### src/rtl/regfile_pkg.sv
// Shared defaults and index helpers for the multi-port register file with busy scoreboard.
package regfile_pkg;

   localparam int DEF_DATA_W   = 32;
   localparam int DEF_NUM_REGS = 32;

   // Index width for a register count; never collapses to zero bits.
   function automatic int addr_width(input int num_regs);
      return (num_regs > 1) ? $clog2(num_regs) : 1;
   endfunction

   // LSB of read port k inside a flattened bus of w-bit fields (addresses or data).
   function automatic int rd_slice_lo(input int k, input int w);
      return k * w;
   endfunction

endpackage

### src/rtl/regfile_scoreboard.sv
// Per-register busy bits for outstanding long-latency results, with running count and WAW flag.
module regfile_scoreboard
   import regfile_pkg::*;
#(
   parameter int NUM_REGS = DEF_NUM_REGS,
   parameter int ADDR_W   = addr_width(NUM_REGS),
   parameter int ZERO_REG = 1
) (
   input  logic                clk,
   input  logic                rst_n,
   input  logic                iss_en,
   input  logic [ADDR_W-1:0]   iss_addr,
   input  logic                wb_en,
   input  logic [ADDR_W-1:0]   wb_addr,
   output logic [NUM_REGS-1:0] busy,
   output logic [ADDR_W:0]     busy_count,
   output logic                all_idle,
   output logic                iss_err
);

   logic set_v;
   logic same_reg;
   logic cnt_inc;
   logic cnt_dec;

   assign set_v    = iss_en && !((ZERO_REG != 0) && (iss_addr == '0));
   assign same_reg = wb_en && (wb_addr == iss_addr);

   // A set on a register being cleared in the same cycle keeps it busy, so the count holds.
   assign cnt_inc = set_v && !busy[iss_addr];
   assign cnt_dec = wb_en && busy[wb_addr] && !(set_v && (iss_addr == wb_addr));

   assign all_idle = (busy_count == '0);

   always_ff @(posedge clk) begin
      if (!rst_n) begin
         busy       <= '0;
         busy_count <= '0;
         iss_err    <= 1'b0;
      end else begin
         for (int r = 0; r < NUM_REGS; r++) begin
            if (set_v && (iss_addr == ADDR_W'(r)))
               busy[r] <= 1'b1;
            else if (wb_en && (wb_addr == ADDR_W'(r)))
               busy[r] <= 1'b0;
         end
         if (cnt_inc && !cnt_dec)
            busy_count <= busy_count + {{ADDR_W{1'b0}}, 1'b1};
         else if (cnt_dec && !cnt_inc)
            busy_count <= busy_count - {{ADDR_W{1'b0}}, 1'b1};
         iss_err <= set_v && busy[iss_addr] && !same_reg;
      end
   end

endmodule

### src/rtl/regfile_mp_sb.sv
// Multi-read, dual-write register file with same-cycle bypass and NPU busy scoreboard.
// Optional per-register even parity with rd_perr output when REGFILE_PARITY_EN is defined.
module regfile_mp_sb
   import regfile_pkg::*;
#(
   parameter int DATA_W   = DEF_DATA_W,
   parameter int NUM_REGS = DEF_NUM_REGS,
   parameter int ADDR_W   = addr_width(NUM_REGS),
   parameter int NUM_RD   = 2,
   parameter int ZERO_REG = 1
) (
   input  logic                     clk,
   input  logic                     rst_n,
   input  logic [NUM_RD*ADDR_W-1:0] rd_addr,
   output logic [NUM_RD*DATA_W-1:0] rd_data,
   output logic [NUM_RD-1:0]        rd_busy,
`ifdef REGFILE_PARITY_EN
   output logic [NUM_RD-1:0]        rd_perr,
`endif
   input  logic                     wa_en,
   input  logic [ADDR_W-1:0]        wa_addr,
   input  logic [DATA_W-1:0]        wa_data,
   input  logic                     wb_en,
   input  logic [ADDR_W-1:0]        wb_addr,
   input  logic [DATA_W-1:0]        wb_data,
   input  logic                     iss_en,
   input  logic [ADDR_W-1:0]        iss_addr,
   output logic [ADDR_W:0]          busy_count,
   output logic                     all_idle,
   output logic                     wr_conflict,
   output logic                     iss_err
);

   logic [DATA_W-1:0]   mem [NUM_REGS];
   logic [NUM_REGS-1:0] busy;
   logic                wa_ok;
   logic                wb_ok;
`ifdef REGFILE_PARITY_EN
   logic [NUM_REGS-1:0] par_q;
`endif

   // Port A wins a same-address collision; port B only clears busy in that case.
   assign wa_ok = wa_en && !((ZERO_REG != 0) && (wa_addr == '0));
   assign wb_ok = wb_en && !((ZERO_REG != 0) && (wb_addr == '0))
                  && !(wa_ok && (wa_addr == wb_addr));

   always_ff @(posedge clk) begin
      if (!rst_n) begin
         for (int r = 0; r < NUM_REGS; r++)
            mem[r] <= '0;
`ifdef REGFILE_PARITY_EN
         par_q <= '0;
`endif
         wr_conflict <= 1'b0;
      end else begin
         if (wb_ok) begin
            mem[wb_addr] <= wb_data;
`ifdef REGFILE_PARITY_EN
            par_q[wb_addr] <= ^wb_data;
`endif
         end
         if (wa_ok) begin
            mem[wa_addr] <= wa_data;
`ifdef REGFILE_PARITY_EN
            par_q[wa_addr] <= ^wa_data;
`endif
         end
         wr_conflict <= wa_ok && wb_en && (wa_addr == wb_addr);
      end
   end

   for (genvar k = 0; k < NUM_RD; k++) begin : g_rd
      logic [ADDR_W-1:0] a;
      logic              zero_hit;
      logic              a_hit;
      logic              b_hit;

      assign a        = rd_addr[rd_slice_lo(k, ADDR_W) +: ADDR_W];
      assign zero_hit = (ZERO_REG != 0) && (a == '0);
      assign a_hit    = wa_en && (wa_addr == a);
      assign b_hit    = wb_en && (wb_addr == a);

      assign rd_data[rd_slice_lo(k, DATA_W) +: DATA_W] =
         zero_hit ? '0      :
         a_hit    ? wa_data :
         b_hit    ? wb_data :
                    mem[a];

      // A matching writeback retires the hazard in the cycle it arrives.
      assign rd_busy[k] = busy[a] && !b_hit;

`ifdef REGFILE_PARITY_EN
      assign rd_perr[k] = (zero_hit || a_hit || b_hit) ? 1'b0 : ((^mem[a]) ^ par_q[a]);
`endif
   end

   regfile_scoreboard #(
      .NUM_REGS (NUM_REGS),
      .ADDR_W   (ADDR_W),
      .ZERO_REG (ZERO_REG)
   ) u_sb (
      .clk        (clk),
      .rst_n      (rst_n),
      .iss_en     (iss_en),
      .iss_addr   (iss_addr),
      .wb_en      (wb_en),
      .wb_addr    (wb_addr),
      .busy       (busy),
      .busy_count (busy_count),
      .all_idle   (all_idle),
      .iss_err    (iss_err)
   );

endmodule

### config.mk
export PLATFORM = sky130hd
export DESIGN_NAME = regfile_mp_sb
export DESIGN_NICKNAME = d
export VERILOG_FILES = /design/src/rtl/regfile_pkg.sv /design/src/rtl/regfile_scoreboard.sv /design/src/rtl/regfile_mp_sb.sv
export SDC_FILE = /design/constraint.sdc
export NUM_CORES = 2
export LEC_CHECK = 0
export BUFFER_PORTS_ARGS = -buffer_cell sky130_fd_sc_hd__buf_2
export CAP_MARGIN = 10
export CORE_MARGIN = 8
export CORE_UTILIZATION = 45
export CTS_CLUSTER_DIAMETER = 60
export DETAILED_ROUTE_END_ITERATION = 16
export PLACE_DENSITY = 0.6
export RECOVER_POWER = 50
export SYNTH_ARGS = -nofsm -noshare
export SYNTH_HDL_FRONTEND = slang
export SYNTH_SLANG_ARGS = --single-unit
### constraint.sdc
create_clock -name clk -period 5.7 [get_ports clk]
set_input_delay 0.855 -clock clk [delete_from_list [all_inputs] [get_ports clk]]
set_output_delay 0.855 -clock clk [all_outputs]
set_load 0.01 [all_outputs]
### Word level (Yosys, flattened, before mapping)

Memory sizes are Yosys's and may differ from the RTL's.
Index checks and enable logic that the tools add are counted.

| storage, ports and cells | value |
|---|---|
| output and inout port bits | 75 |
| memories kept | 1 |
| bits in writable memories | 1024 |
| bits of input ports | 94 |
| bits in registers | 40 |
| word-level logic and storage cells | 342 |

| cells by class | value |
|---|---|
| reductions and logical operators | 138 |
| $lt $le $gt $ge | 4 |
| eq/ne operators | 69 |
| muxes and demuxes | 93 |
| add/subtract/negate cells | 2 |

Memory list:

| memory | words | width | rd ports | clocked after Yosys merged registers in | wr ports | line | source |
|---|---|---|---|---|---|---|---|
| mem | 32 | 32 | 2 | 0 | 32 | regfile_mp_sb.sv:34 | `logic [DATA_W-1:0] mem [NUM_REGS];` |

Operator list:

| cell | count |
|---|---|
| 32-bit 2-to-1 mux | 8 |
| 5-bit equality test, second input constant | 32 |
| 1-bit logical AND | 86 |
| 5-bit by 4-bit equality test with 1-bit output, second input constant | 16 |
| 1-bit 2-to-1 mux | 77 |
| 2-bit nonzero test | 33 |
| 32-bit OR reduction | 2 |
| 5-bit by 3-bit equality test with 1-bit output, second input constant | 8 |
| 5-bit equality test | 7 |
| 5-bit logical NOT | 5 |
| 5-bit by 6-bit less-than comparator with 1-bit output, second input constant | 4 |
| 1-bit binary-select mux with 5-bit select | 4 |
| 5-bit by 2-bit equality test with 1-bit output, second input constant | 4 |
| 6-bit 2-to-1 mux | 2 |
| 1-bit logical NOT | 11 |
| 5-bit by 1-bit equality test with 1-bit output, second input constant | 2 |
| 5-bit 2-to-1 mux | 2 |
| 6-bit by 1-bit adder with 6-bit output, second input constant | 1 |
| 6-bit logical NOT | 1 |
| 6-bit by 1-bit subtractor with 6-bit output, second input constant | 1 |

### Depth between registers and ports, before layout

| logic depth | value |
|---|---|
| depth in word-level cells | 11 |
| mapped depth | 16 |

### Modules after synthesis

From an unflattened synthesis, not the netlist that was laid out.

| second synthesis, totals | value |
|---|---|
| cell total of the unflattened synthesis | 4692 |
| area total of the unflattened synthesis | 64543.2 µm² |

By module, submodules not included:

| module | instances | cells an instance | sequential area each (µm²) | area an instance (µm²) |
|---|---|---|---|---|
| regfile_mp_sb | 1 | 4384 | 30769.5 | 61963.2 |
| regfile_scoreboard | 1 | 308 | 780.7 | 2580.0 |

### Worst setup path before layout

Ideal clock, no wire load.

| path | value |
|---|---|
| path type | input -> register |
| start point | input port iss_addr[0] |
| end point | register u_sb.busy_count[5] |
| stages on the path | 15 |
| path slack | 1.480 ns |
| arrival | 4.043 ns |
| buffers on the path | 2 |
| path through | buf_2 buf_2 mux4_2 mux4_2 nor2b_1 nor3b_1 ha_1 inv_1 ha_1 a21o_1 a21o_1 a211o_1 o211ai_1 xnor2_1 nor2_1 |

| between the ends | value |
|---|---|
| word-level cells in the longest chain between the ends | 9 |

RTL lines:

| item | line | source |
|---|---|---|
| start, declared | regfile_mp_sb.sv:27 | `input logic [ADDR_W-1:0] iss_addr,` |
| branches (longest 9 deep; another with 1-bit binary-select mux with 5-bit select) | -- |  |
| end signal, assigned | regfile_scoreboard.sv:48 | `busy_count <= busy_count + {{ADDR_W{1'b0}}, 1'b1};` |
| end signal, assigned | regfile_scoreboard.sv:50 | `busy_count <= busy_count - {{ADDR_W{1'b0}}, 1'b1};` |
| end, declared | regfile_scoreboard.sv:16 | `output logic [ADDR_W:0] busy_count,` |

Several ways; the timed one is not identified. The select of a mux whose other input is x is not followed.
A chain may end at the register's enable or synchronous reset.

==> flow_summary.ini <==
[power]
power_per_cell_area_nw_per_um2 = 302
p_leak_uw = 0.0237
peakVddDrop_uv = 252
power_uw = 21100

[floorplan]
die_y_um = 390
ios = 169
initial_utilization_pct = 45.2
die-area_um2 = 152000
core_um2 = 139000
die_w_um = 390
num_rows = 137

[synthesis]
synthArstFlopShare_pct = 0
synth.avg_cell_area_um2 = 14.0
synth_cell_types = 68
synth_edf_count = 1024
synth-seq-area-share_pct = 50.1
synthFlopType = edfxtp_1
ys.warnings.count = 0
yosysTopAreaCellShare_pct = 48.9
syn_area_um2 = 62900
yosysTopAreaCell = edfxtp_1
ys_seq_elements = 1064
synthCells = 4487
yosys-top-cells-area = edfxtp_1 49%, mux4_2 18%, a22o_1 14%

[clocking]
clock_sinks = 1064
cts_buffers = 135
cts_max_path_buffers = 3
clk_pin_slew_worst_paths_ns = 0.05
post_cts_buffers = 0
cts_resized = 0
cts_tree = built
hold_buffers = 0
cts_htree_levels = 4
cts-root-buf = clkbuf_16
clk_latency_ns = 0.77

[grt]
grt_overflow = 0
grt_pass1_vias = 47600
grt_max_degree = 78
antenna_found_initial = 22
track_usage_pct = 34.3
grt_pass1_wl_um = 372000

[critical_path]
path_class = primary input to register
cp-end-kind = register
rr_endpoint = u_sb.busy_count[5]
crit_arrival_ns = 6.02
cp.required_ns = 6.33
reg2reg_depth = 13
r2r-start = u_sb.busy[26]
cp-start-kind = primary input
crit_start = wb_addr[0]
cp_max_fo = 32
regToRegSetupSlack_ns = 2.06

[drt]
via_per_inst = 7.73
ant_nets = 0
routed_wl_um = 269000
dr.pass1.iters = 8
vias = 49000
wire_per_inst_um = 42.5
drc_errors = 0
drtIter0Drc = 8096

[min_path]
hold_class = primary input to register
worstHoldEndpoint = u_sb.busy[17]
hold_depth = 5
min_from = iss_en

[outcome]
outcome = complete, but fails checks
violations = capacitance limit, slew limit

[timing]
worst_pin_slew_ns = 2.95
relSlewSlack_pct = -96.6
tns_ns = 0
fmax_mhz = 185
rsz0062_at_grt = no
skew_ns = 0.0341
final-hold-violation-count = 0
fin_crit_ns = 5.39
finalCritPeriodShare_pct = 94.6
drv_slew = 569
setup_viol = 0

[layout]
drive_gt1_share_pct = 26.5
syn2layout_area_growth_pct = 10.9
layout.nets = 4446
fillers = 11700

[run]
max-cap-violations = 18

[place]
gp_congestion = 0.960
portBuffers = 168
dpl.hpwl_um = 159000
-- registers in the layout, summed over array words and instances, names as in the netlist --
name,count
u_sb.busy_count,6
u_sb.busy,32
mem,1024
wr_conflict,1
u_sb.iss_err,1
-- cell families after synthesis --
| logic type | count (synthesis) | share of synthesized area, % |
|---|---|---|
| AOI/OAI and AO/OA | 1465 | 18.8 |
| adders and majority gates | 6 | 0.131 |
| buffers and inverters | 699 | 5.01 |
| and+or+nand+nor | 510 | 3.96 |
| xor gates and xnor gates | 35 | 0.487 |
| muxes | 707 | 21.5 |
| DFF | 1064 | 50.1 |
| other | 1 | 0.00596 |
-- critical path: stages --
cell and delay (ns):
clkbuf_1 0.75, clkbuf_1 0.54, xnor2_1 0.14, nand4_1 0.14, o311a_1 0.40, nand3_1 0.46
nor2_4 0.20, clkbuf_1 2.10, a22o_1 0.39
-- synthesized netlist by cell type (all sizes together), types with 3 or more instances --
library cell     n
mux2i          175
and2             9
a2111oi         20
nor3            36
nor4            11
nand4            7
a221oi          27
o211ai          32
o22ai           51
a22o           996
a221o            5
a31oi           15
nand3           26
nor3b            8
mux4           510
a22oi           81
xor2            20
nor2           150
dfxtp           40
o21ai           99
edfxtp        1024
xnor2           15
or2              5
nand4b           3
mux2            22
a211oi          18
and3             7
buf            291
inv              6
ha               5
clkbuf         402
nand2b          19
nand2          154
a21oi           82
o221ai          24
o21bai           4
nor2b           29
a21o             3
or3             34
nand3b           4
-- final cells by class --
class                   instances  area [µm²]  area share (%)
clock buffers                 170        3700            5.30
multi-input cells            2755       28700            41.2
repair buffers                384        2640            3.78
diodes                         15        37.5          0.0538
clock inverters                73         736            1.05
inverters                       6        23.8          0.0341
well taps                    1876        2350            3.36
flip-flops and latches       1064       31600            45.2
-- power by group --
group | total, µW | switching (µW) | internal (µW)
Combinational | 3090 | 1970 | 1110
Sequential | 9280 | 237 | 9040
Clock | 8720 | 3570 | 5150
-- stage by stage --
stage / cells / hold slack, ns / setup slack [ns] / cell area [µm²] / utilization [%]
global placement: 6084 / 0.495 / -0.0593 / 65500 / 47.1
floorplan: 4518 / 0.472 / 1.48 / 63100 / -
finish: 6343 / 0.503 / 0.306 / 69800 / 50.1
detailed placement: 6085 / 0.510 / 0.715 / 65500 / 47.1
CTS: 6328 / 0.452 / 0.698 / 70000 / 50.3
global route: 6331 / 0.517 / 0.310 / 69700 / 50.1
-- worst max-delay path by stage --
stage	endpoint	slack [ns]
floorplan	u_sb.busy_count[5]	1.48
global placement	rd_data[22]	-0.06
global route	mem[29][13]	0.31
detailed placement	rd_data[7]	0.72
finish	mem[23][15]	0.31
CTS	rd_data[7]	0.70
-- metal layers --
| metal | GRT usage (%) | part of all wire, % |
|---|---|---|
| met1 | 44.0 | 35 |
| met2 | 49.5 | 42 |
| met3 | 12.8 | 15 |
| met4 | 20.6 | 7.5 |
| met5 | 0.383 | 0.037 |
-- cells in the final DEF (no fill, tap or decap), drive strengths merged, types with 7 or more instances in the layout --
cell and n:
clkbuf 210, o22ai 51, a21oi 82, nand4 7
a221oi 27, mux4 510, and2 9, bufinv 12
a22oi 81, xor2 20, mux2 22, clkinv 48
o211ai 32, or3 34, nor2 150, dfxtp 40
diode 15, nand2b 19, mux2i 175, conb 32
and3 7, a22o 996, nor3 36, buf 344
nand2 154, nor3b 8, nor4 11, a31oi 15
xnor2 15, a211oi 18, nor2b 29, a2111oi 20
nand3 26, edfxtp 1024, inv 15, o221ai 24
o21ai 99
(Power assumes the default switching activity.)
